$ cat src/rtl/spi_bus_arbiter.sv
// -----------------------------------------------------------------------------
// spi_bus_arbiter
//
// Shares one spi_master between two byte-stream requesters:
//   requester 0 : mode/config sequencer
//   requester 1 : telemetry/payload streamer
//
// One requester owns the bus per transaction (round-robin when both ask).
// The arbiter drives the chip select, issues one start pulse per byte,
// waits for the master to report the byte complete, and routes the received
// byte back to the owner. A per-byte watchdog aborts a stalled transfer.
//
// Ports
//   clk, rst_n          clock, asynchronous active-low reset
//   reqN                requester N wants the bus (held for the transaction)
//   tx_validN/dataN/lastN  byte offered by requester N (last = final byte)
//   tx_readyN           byte from requester N accepted this cycle
//   gntN                requester N owns the bus (SS low window)
//   rx_validN           one-cycle pulse qualifying rx_data for requester N
//   rx_data             most recent received byte
//   spi_start           one-cycle start pulse to spi_master
//   spi_tx              byte presented to spi_master, stable start..new_data
//   spi_busy            spi_master busy
//   spi_new_data        spi_master byte complete
//   spi_rx              byte received by spi_master
//   ss                  chip select, active low
//   timeout_err         one-cycle pulse when the watchdog aborts a byte
//
// Timing notes
//   - A byte accepted in WAIT_TX at cycle T produces spi_start in cycle T+1.
//   - The watchdog counter is cleared in LAUNCH and counts in WAIT_BUSY/XFER.
//     It holds (cycles since LAUNCH - 1), so expiry at TIMEOUT-2 puts the
//     timeout_err pulse exactly TIMEOUT-1 cycles after the LAUNCH cycle.
//   - RELEASE lasts SS_GAP cycles with ss high, followed by at least one IDLE
//     cycle, so ss is high for at least SS_GAP+1 cycles between owners.
// -----------------------------------------------------------------------------
module spi_bus_arbiter #(
    parameter int SS_GAP  = 4,
    parameter int TIMEOUT = 4096
) (
    input  logic       clk,
    input  logic       rst_n,

    input  logic       req0,
    input  logic       tx_valid0,
    input  logic [7:0] tx_data0,
    input  logic       tx_last0,
    output logic       tx_ready0,
    output logic       gnt0,
    output logic       rx_valid0,

    input  logic       req1,
    input  logic       tx_valid1,
    input  logic [7:0] tx_data1,
    input  logic       tx_last1,
    output logic       tx_ready1,
    output logic       gnt1,
    output logic       rx_valid1,

    output logic [7:0] rx_data,

    output logic       spi_start,
    output logic [7:0] spi_tx,
    input  logic       spi_busy,
    input  logic       spi_new_data,
    input  logic [7:0] spi_rx,

    output logic       ss,
    output logic       timeout_err
);

    localparam int GAP_W = (SS_GAP > 1) ? $clog2(SS_GAP) : 1;
    localparam int WD_W  = (TIMEOUT > 2) ? $clog2(TIMEOUT) : 1;

    localparam logic [GAP_W-1:0] GAP_LAST    = GAP_W'(SS_GAP - 1);
    localparam logic [WD_W-1:0]  WD_EXPIRE   = WD_W'(TIMEOUT - 2);
    localparam logic [GAP_W-1:0] GAP_ONE     = GAP_W'(1);
    localparam logic [WD_W-1:0]  WD_ONE      = WD_W'(1);

    typedef enum logic [2:0] {
        IDLE      = 3'd0,
        WAIT_TX   = 3'd1,
        LAUNCH    = 3'd2,
        WAIT_BUSY = 3'd3,
        XFER      = 3'd4,
        RELEASE   = 3'd5
    } state_t;

    // Per-requester inputs gathered into vectors indexed by requester number.
    logic [1:0] req_v;
    logic [1:0] tx_valid_v;
    logic [7:0] sel_tx_data;
    logic       sel_tx_last;

    assign req_v      = {req1, req0};
    assign tx_valid_v = {tx_valid1, tx_valid0};

    // State and datapath registers.
    state_t           state_q,       state_d;
    logic             ss_q,          ss_d;
    logic [1:0]       gnt_q,         gnt_d;
    logic             grant_q,       grant_d;        // index of current owner
    logic             last_served_q, last_served_d;  // owner of previous transaction
    logic [7:0]       tx_data_q,     tx_data_d;
    logic             tx_last_q,     tx_last_d;
    logic [7:0]       rx_data_q,     rx_data_d;
    logic [1:0]       rx_valid_q,    rx_valid_d;
    logic [WD_W-1:0]  wdog_q,        wdog_d;
    logic [GAP_W-1:0] gap_q,         gap_d;

    // Combinational outputs decoded from the registered state.
    logic [1:0]       tx_ready_c;
    logic             spi_start_c;
    logic             timeout_c;

    assign sel_tx_data = grant_q ? tx_data1 : tx_data0;
    assign sel_tx_last = grant_q ? tx_last1 : tx_last0;

    // -------------------------------------------------------------------------
    // Next-state and output logic
    // -------------------------------------------------------------------------
    always_comb begin
        state_d       = state_q;
        ss_d          = ss_q;
        gnt_d         = gnt_q;
        grant_d       = grant_q;
        last_served_d = last_served_q;
        tx_data_d     = tx_data_q;
        tx_last_d     = tx_last_q;
        rx_data_d     = rx_data_q;
        rx_valid_d    = 2'b00;
        wdog_d        = wdog_q;
        gap_d         = gap_q;
        tx_ready_c    = 2'b00;
        spi_start_c   = 1'b0;
        timeout_c     = 1'b0;

        case (state_q)
            IDLE: begin
                ss_d  = 1'b1;
                gnt_d = 2'b00;
                if (|req_v) begin
                    // Both asking: serve the one that did not own the previous
                    // transaction. One asking: serve that one.
                    if (req_v == 2'b11) begin
                        grant_d = ~last_served_q;
                    end else begin
                        grant_d = req_v[1];
                    end
                    gnt_d   = grant_d ? 2'b10 : 2'b01;
                    ss_d    = 1'b0;
                    state_d = WAIT_TX;
                end
            end

            WAIT_TX: begin
                tx_ready_c[grant_q] = 1'b1;
                if (tx_valid_v[grant_q]) begin
                    tx_data_d = sel_tx_data;
                    tx_last_d = sel_tx_last;
                    state_d   = LAUNCH;
                end else if (!req_v[grant_q]) begin
                    // Owner gave up between bytes: close the transaction quietly.
                    ss_d    = 1'b1;
                    gnt_d   = 2'b00;
                    gap_d   = '0;
                    state_d = RELEASE;
                end
            end

            LAUNCH: begin
                spi_start_c = 1'b1;
                wdog_d      = '0;
                state_d     = WAIT_BUSY;
            end

            WAIT_BUSY, XFER: begin
                // A completion seen while still waiting for busy is a fast
                // master that skipped a visible busy phase; accept it.
                if (spi_new_data) begin
                    rx_data_d           = spi_rx;
                    rx_valid_d[grant_q] = 1'b1;
                    if (tx_last_q) begin
                        ss_d    = 1'b1;
                        gnt_d   = 2'b00;
                        gap_d   = '0;
                        state_d = RELEASE;
                    end else begin
                        state_d = WAIT_TX;
                    end
                end else if (wdog_q == WD_EXPIRE) begin
                    timeout_c = 1'b1;
                    ss_d      = 1'b1;
                    gnt_d     = 2'b00;
                    gap_d     = '0;
                    state_d   = RELEASE;
                end else begin
                    wdog_d = wdog_q + WD_ONE;
                    if ((state_q == WAIT_BUSY) && spi_busy) begin
                        state_d = XFER;
                    end
                end
            end

            RELEASE: begin
                ss_d          = 1'b1;
                gnt_d         = 2'b00;
                last_served_d = grant_q;
                if (gap_q == GAP_LAST) begin
                    state_d = IDLE;
                end else begin
                    gap_d = gap_q + GAP_ONE;
                end
            end

            default: begin
                ss_d    = 1'b1;
                gnt_d   = 2'b00;
                state_d = IDLE;
            end
        endcase
    end

    // -------------------------------------------------------------------------
    // State register. Reset releases the bus immediately: ss high, no grant,
    // and the state decode removes any start pulse in the same instant.
    // -------------------------------------------------------------------------
    always_ff @(posedge clk or negedge rst_n) begin
        if (!rst_n) begin
            state_q       <= IDLE;
            ss_q          <= 1'b1;
            gnt_q         <= 2'b00;
            grant_q       <= 1'b0;
            last_served_q <= 1'b1;
            tx_data_q     <= 8'h00;
            tx_last_q     <= 1'b0;
            rx_data_q     <= 8'h00;
            rx_valid_q    <= 2'b00;
            wdog_q        <= '0;
            gap_q         <= '0;
        end else begin
            state_q       <= state_d;
            ss_q          <= ss_d;
            gnt_q         <= gnt_d;
            grant_q       <= grant_d;
            last_served_q <= last_served_d;
            tx_data_q     <= tx_data_d;
            tx_last_q     <= tx_last_d;
            rx_data_q     <= rx_data_d;
            rx_valid_q    <= rx_valid_d;
            wdog_q        <= wdog_d;
            gap_q         <= gap_d;
        end
    end

    // -------------------------------------------------------------------------
    // Output mapping
    // -------------------------------------------------------------------------
    assign tx_ready0   = tx_ready_c[0];
    assign tx_ready1   = tx_ready_c[1];
    assign gnt0        = gnt_q[0];
    assign gnt1        = gnt_q[1];
    assign rx_valid0   = rx_valid_q[0];
    assign rx_valid1   = rx_valid_q[1];
    assign rx_data     = rx_data_q;
    assign spi_start   = spi_start_c;
    assign spi_tx      = tx_data_q;
    assign ss          = ss_q;
    assign timeout_err = timeout_c;

endmodule

$ cat config.mk
export PLATFORM = sky130hd
export DESIGN_NAME = spi_bus_arbiter
export DESIGN_NICKNAME = d
export VERILOG_FILES = /design/src/rtl/spi_bus_arbiter.sv
export SDC_FILE = /design/constraint.sdc
export NUM_CORES = 1
export LEC_CHECK = 0
export CAP_MARGIN = 25
export CORE_MARGIN = 3
export CORE_UTILIZATION = 52
export CTS_CLUSTER_SIZE = 8
export DETAILED_ROUTE_END_ITERATION = 8
export PLACE_DENSITY = 0.9
export SYNTH_ARGS = -nofsm -noshare
export SYNTH_HDL_FRONTEND = slang
export SYNTH_SLANG_ARGS = --single-unit
$ cat constraint.sdc
create_clock -name clk -period 4.1 [get_ports clk]
set_input_delay 0.82 -clock clk [delete_from_list [all_inputs] [get_ports clk]]
set_output_delay 0.82 -clock clk [all_outputs]
set_load 0.01 [all_outputs]
=== Yosys cells after proc, flatten, opt, wreduce, memory -nomap -nowiden ===
Cells that the tools add are included.

* Register bits: 41
* Bits in latches: 0
* Bits in writable memories: 0
* Bits in read-only memories: 0
* Input port bits: 34
* Output and inout port bits: 25
* Memories: 0

* Add/sub/neg operators: 2
* Multiply operators: 0
* Divide/modulo/power cells: 0
* Order comparisons: 2
* Equality and inequality tests: 19
* Shifts and indexed selects: 0
* Muxes and demuxes: 47
* Bitwise logic cells: 2
* Reductions and logical operators: 14

{| class="wikitable"
|+ Operators with widths
! kind !! number
|-
| 2-to-1 mux 12 bit || 2
|-
| 2-to-1 mux 3 bit || 8
|-
| one-hot mux 12 bit (2 select lines) || 1
|-
| 2-to-1 mux 2 bit || 11
|-
| 2-to-1 mux 1 bit || 19
|-
| one-hot mux 3 bit (5 select lines) || 1
|-
| inequality test 2 bit (second input constant) || 7
|-
| adder 12 x 1 -> 12 bit (second input constant) || 1
|-
| == test 12 bit (second input constant) || 1
|-
| inequality test 3 bit (second input constant) || 3
|-
| 2-to-1 mux 8 bit || 1
|-
| one-hot mux 2 bit (4 select lines) || 1
|-
| == test 3 x 2 -> 1 bit (second input constant) || 2
|-
| == test 3 bit (second input constant) || 2
|-
| one-hot mux 2 bit (3 select lines) || 1
|-
| AND reduction 2 bit || 3
|-
| AND reduction 6 bit || 1
|-
| AND reduction 5 bit || 1
|-
| == test 2 bit (second input constant) || 2
|-
| inequality test 4 bit (second input constant) || 1
|-
| one-hot mux 1 bit (4 select lines) || 1
|-
| AND reduction 4 bit || 1
|-
| OR reduction 2 bit || 2
|-
| == test 3 x 1 -> 1 bit (second input constant) || 1
|-
| 10 further kinds || 12
|}

=== Logic depth before layout (Yosys ltp) ===
* Depth in word-level cells: 7
* Depth in mapped cells: 8
* Mapped depth without buffers: 6

=== Worst setup path before layout ===
Ideal clock, no wire load.

* Path type: input to output
* Start: input spi_new_data
* End: output timeout_err
* Arrival: 1314 ps
* Required time: 3280 ps
* Setup slack: 1966 ps
* Stages: 4
* Cell sequence: inv_1 -> o21ai_1 -> buf_2 -> nor2_1

* Word-level cells in the longest chain between the ends: 2

{| class="wikitable"
|+ RTL lines
! element !! line !! RTL
|-
| start, declared || 65 || <nowiki>input logic spi_new_data,</nowiki>
|-
| 2-to-1 mux 1 bit || 180 || <nowiki>if (spi_new_data) begin</nowiki>
|-
| 2-to-1 mux 1 bit || 138 || <nowiki>case (state_q)</nowiki>
|-
| end, declared || 69 || <nowiki>output logic timeout_err</nowiki>
|}

No other way between the ends.

=== Worst setup path in the final report ===
Same ends and word-level chain as after synthesis.

==> flow_summary.yaml <==
status:
  outcome: "completed"
power_and_ir_drop:
  leakage_nw: 1.20
  report.power.total_mw: 1.83
  power_density_mw_per_mm2: 636
  irDropWorstVdd_v: 0.000462
worst_setup_path:
  crit_end: "timeout_err"
  cp_top_family: "buffers and inverters"
  slowest_stage: "clkdlybuf4s50_1"
  worstSetupEndpointType: "primary output"
  cp.required_ps: 3280
  slowest_delay_ps: 590
  cp.buffers_inverters: 3
  path_max_fanout: 14
  worst_ep_arrival_time_ps: 2580
  crit_path_cell_trace: "clkdlybuf4s50_1 -> inv_1 -> o21ai_1 -> nor2_1 -> clkdlybuf4s50_1"
  crit_cells: 5
  r2r_slack_ps: 1730
  path_class: "input port to primary output"
  cp_common_cell: "clkdlybuf4s50_1"
  r2r-start: "grant_q"
  startpoint: "spi_new_data"
  ff2ff_path_depth: 4
  cp-start-kind: "input port"
  reg2reg_to: "gap_q[1]"
drt:
  routed_wl_microns: 5290
  routed_via_density: 6.01
  wire_per_inst_microns: 16.6
  drt_iter0_markers: 117
  ant_nets: 0
  vias: 1917
  drc: 0
  firstDrtPassIters: 4
floorplanning:
  initial_core_util_pct: 54.7
  die-area_sq_mm: 0.00513
  die-width_microns: 71.6
  die_y_microns: 71.6
  core_area_sq_mm: 0.00409
  io_pins: 59
  row_count: 23
clocking:
  numCtsBuffers: 5
  clk_pin_slew_ps: 80
  cts_tree: "yes"
  ctsHoldBuffers: 0
  cts_max_level: 2
  insertion_delay_ps: 300
  ctsResizeCount: 0
  clock_path_buffers: 2
  postCtsSetupBuffers: 0
  root_buffer: "clkbuf_8"
  clkSinkCount: 41
synthesis:
  yosysWarnings: 0
  synth_flop_cell: "dfrtp_1"
  yosys-top-cells-count: "39 x dfrtp_1, 17 x a21oi_1, 15 x nor2_1, 14 x mux2i_1"
  syn_area_sq_mm: 0.00224
  syn_area_per_cell_sq_um: 10.4
  synth-async-reset-ratio_pct: 100
  synth_top_area_share_pct: 43.6
  synth-edff-count: 0
  synth_cell_type_count: 53
  syn_inst: 216
  yosysSeqAreaShare_pct: 46.0
  synth-seq-cells: 41
  yosys-top-cells-area: "dfrtp_1 44%, mux2i_1 6.3%, mux2_2 4.0%"
  yosysTopAreaCell: "dfrtp_1"
  yosysMostFrequentCell: "dfrtp_1"
  syn_nets: 253
place:
  portBuffers: 58
  pre_cts_ws_ps: 728
  gp_congestion: 0.863
  hpwl_microns: 3740
  dp.cells: 311
sta:
  finalHoldViolCount: 0
  fin_crit_sh_pct: 83.0
  rsz0062_at_grt: "false"
  tns_ps: 0
  worst_pin_slew_ps: 937
  finalSetupViolCount: 0
  slew_violations: 0
  skew_ps: 6.33
  clock.fmax_ghz: 0.294
  worst_slack_ps: 698
  period_minus_slack_ps: 3400
  maxSlewHeadroom_pct: 37.1
global_routing:
  antenna_found_initial: 0
  grtUsageTotal_pct: 22.9
  grt_pass1_vias: 1921
  overflow: 0
  grt_max_degree: 42
  grt_pass1_wl_microns: 9160
layout:
  finalNonFillerCells: 319
  final_nets: 305
  nFillCells: 306
  drive_gt1_share_pct: 11.2
  fin_util_pct: 70.3
  diodes: 0
  area_delta_synth_final_pct: 28.5
hold_path:
  hp-class: "register to register"
flow_run:
  maxCapViolations: 0
==> state kept, by name, summed over array words and instances (netlist names) <==
name and count:
gap_q 2, gnt_q 2, grant_q 1, last_served_q 1, rx_data 8, rx_valid_q 2, spi_tx 8, ss 1
state_q 3, tx_last_q 1, wdog_q 12
==> per-layer routing <==
metal	up-vias	global-route usage [%]	wire length [microns]	part of all wire [%]
li1	900	-	-	-
met1	921	28.1	2090	39
met2	83	36.9	2630	50
met3	13	8.84	450	8.5
met4	0	7.72	118	2.2
met5	-	0	0	0
==> kinds of logic (layout without fill, tap and decap cells) <==
group	Yosys count	count (layout)	share of synthesized area [%]
multiplexers	27	27	12.9
flip-flops	41	41	46.0
AO/OA/AOI/OAI	52	52	15.7
buffers and inverters	24	77	5.76
adder cells (fa/ha/maj)	3	3	1.68
AND/OR/NAND/NOR	69	69	18.0
==> area by class of cell <==
| cell class | instances | area, sq um | area share (%) |
|---|---|---|---|
| tap | 50 | 62.6 | 2.18 |
| timing repair buffer | 58 | 576 | 20.0 |
| inverter | 11 | 41.3 | 1.44 |
| sequential | 41 | 1030 | 35.8 |
| clock buffer | 5 | 68.8 | 2.39 |
| multi-input combinational | 151 | 1080 | 37.6 |
| clock inverter | 3 | 17.5 | 0.609 |
==> layout by cell type, fill, tap and decap left out, drive strengths merged, types with 2 or more instances in the layout <==
master / count
a21oi: 17
dfstp: 2
o21ai: 10
nand3: 10
o211ai: 3
nand4: 3
o32ai: 2
clkbuf: 5
inv: 11
and4: 2
nor4: 2
clkdlybuf4s50: 57
o21a: 2
nor2b: 2
nor3: 2
nor2: 16
nand2: 11
mux2: 12
o2111ai: 2
o31ai: 5
ha: 3
o311ai: 2
clkinv: 2
nor3b: 2
a31o: 2
mux2i: 15
nand2b: 7
and3: 4
or4: 4
dfrtp: 39
==> how the worst min path moves through the flow <==
stage                  start             to  slack (ps)  depth (start not counted)
2_1_floorplan  last_served_q  last_served_q         460                          2
3_3_place_gp   last_served_q  last_served_q         470                          2
3_5_place_dp   last_served_q  last_served_q         480                          2
4_1_cts        last_served_q  last_served_q         500                          2
5_1_grt             gap_q[1]       gap_q[1]         540                          1
6_report       last_served_q  last_served_q         490                          2
==> tightest hold or removal path: cells and delay by family (launching register included) <==
family          cells  cell delay (ps)
flops               1              380
compound gates      1               70
simple gates        1               50
==> metrics by stage <==
| stage | hold slack, ps | area (sq um) |
|---|---|---|
| 3_3_place_gp | 471 | 2790 |
| 5_1_grt | 535 | 2870 |
| 2_1_floorplan | 462 | 2240 |
| 6_report | 495 | 2870 |
| 4_1_cts | 496 | 2870 |
| 3_5_place_dp | 483 | 2790 |
==> power breakdown <==
part	leakage, nW	total, mW	internal [mW]	switching [mW]
clock network	0.0439	0.264	0.118	0.147
registers	0.509	0.714	0.553	0.162
logic	0.652	0.848	0.443	0.405
total	1.20	1.83	1.11	0.713
Power figures use the tool's default switching activity.
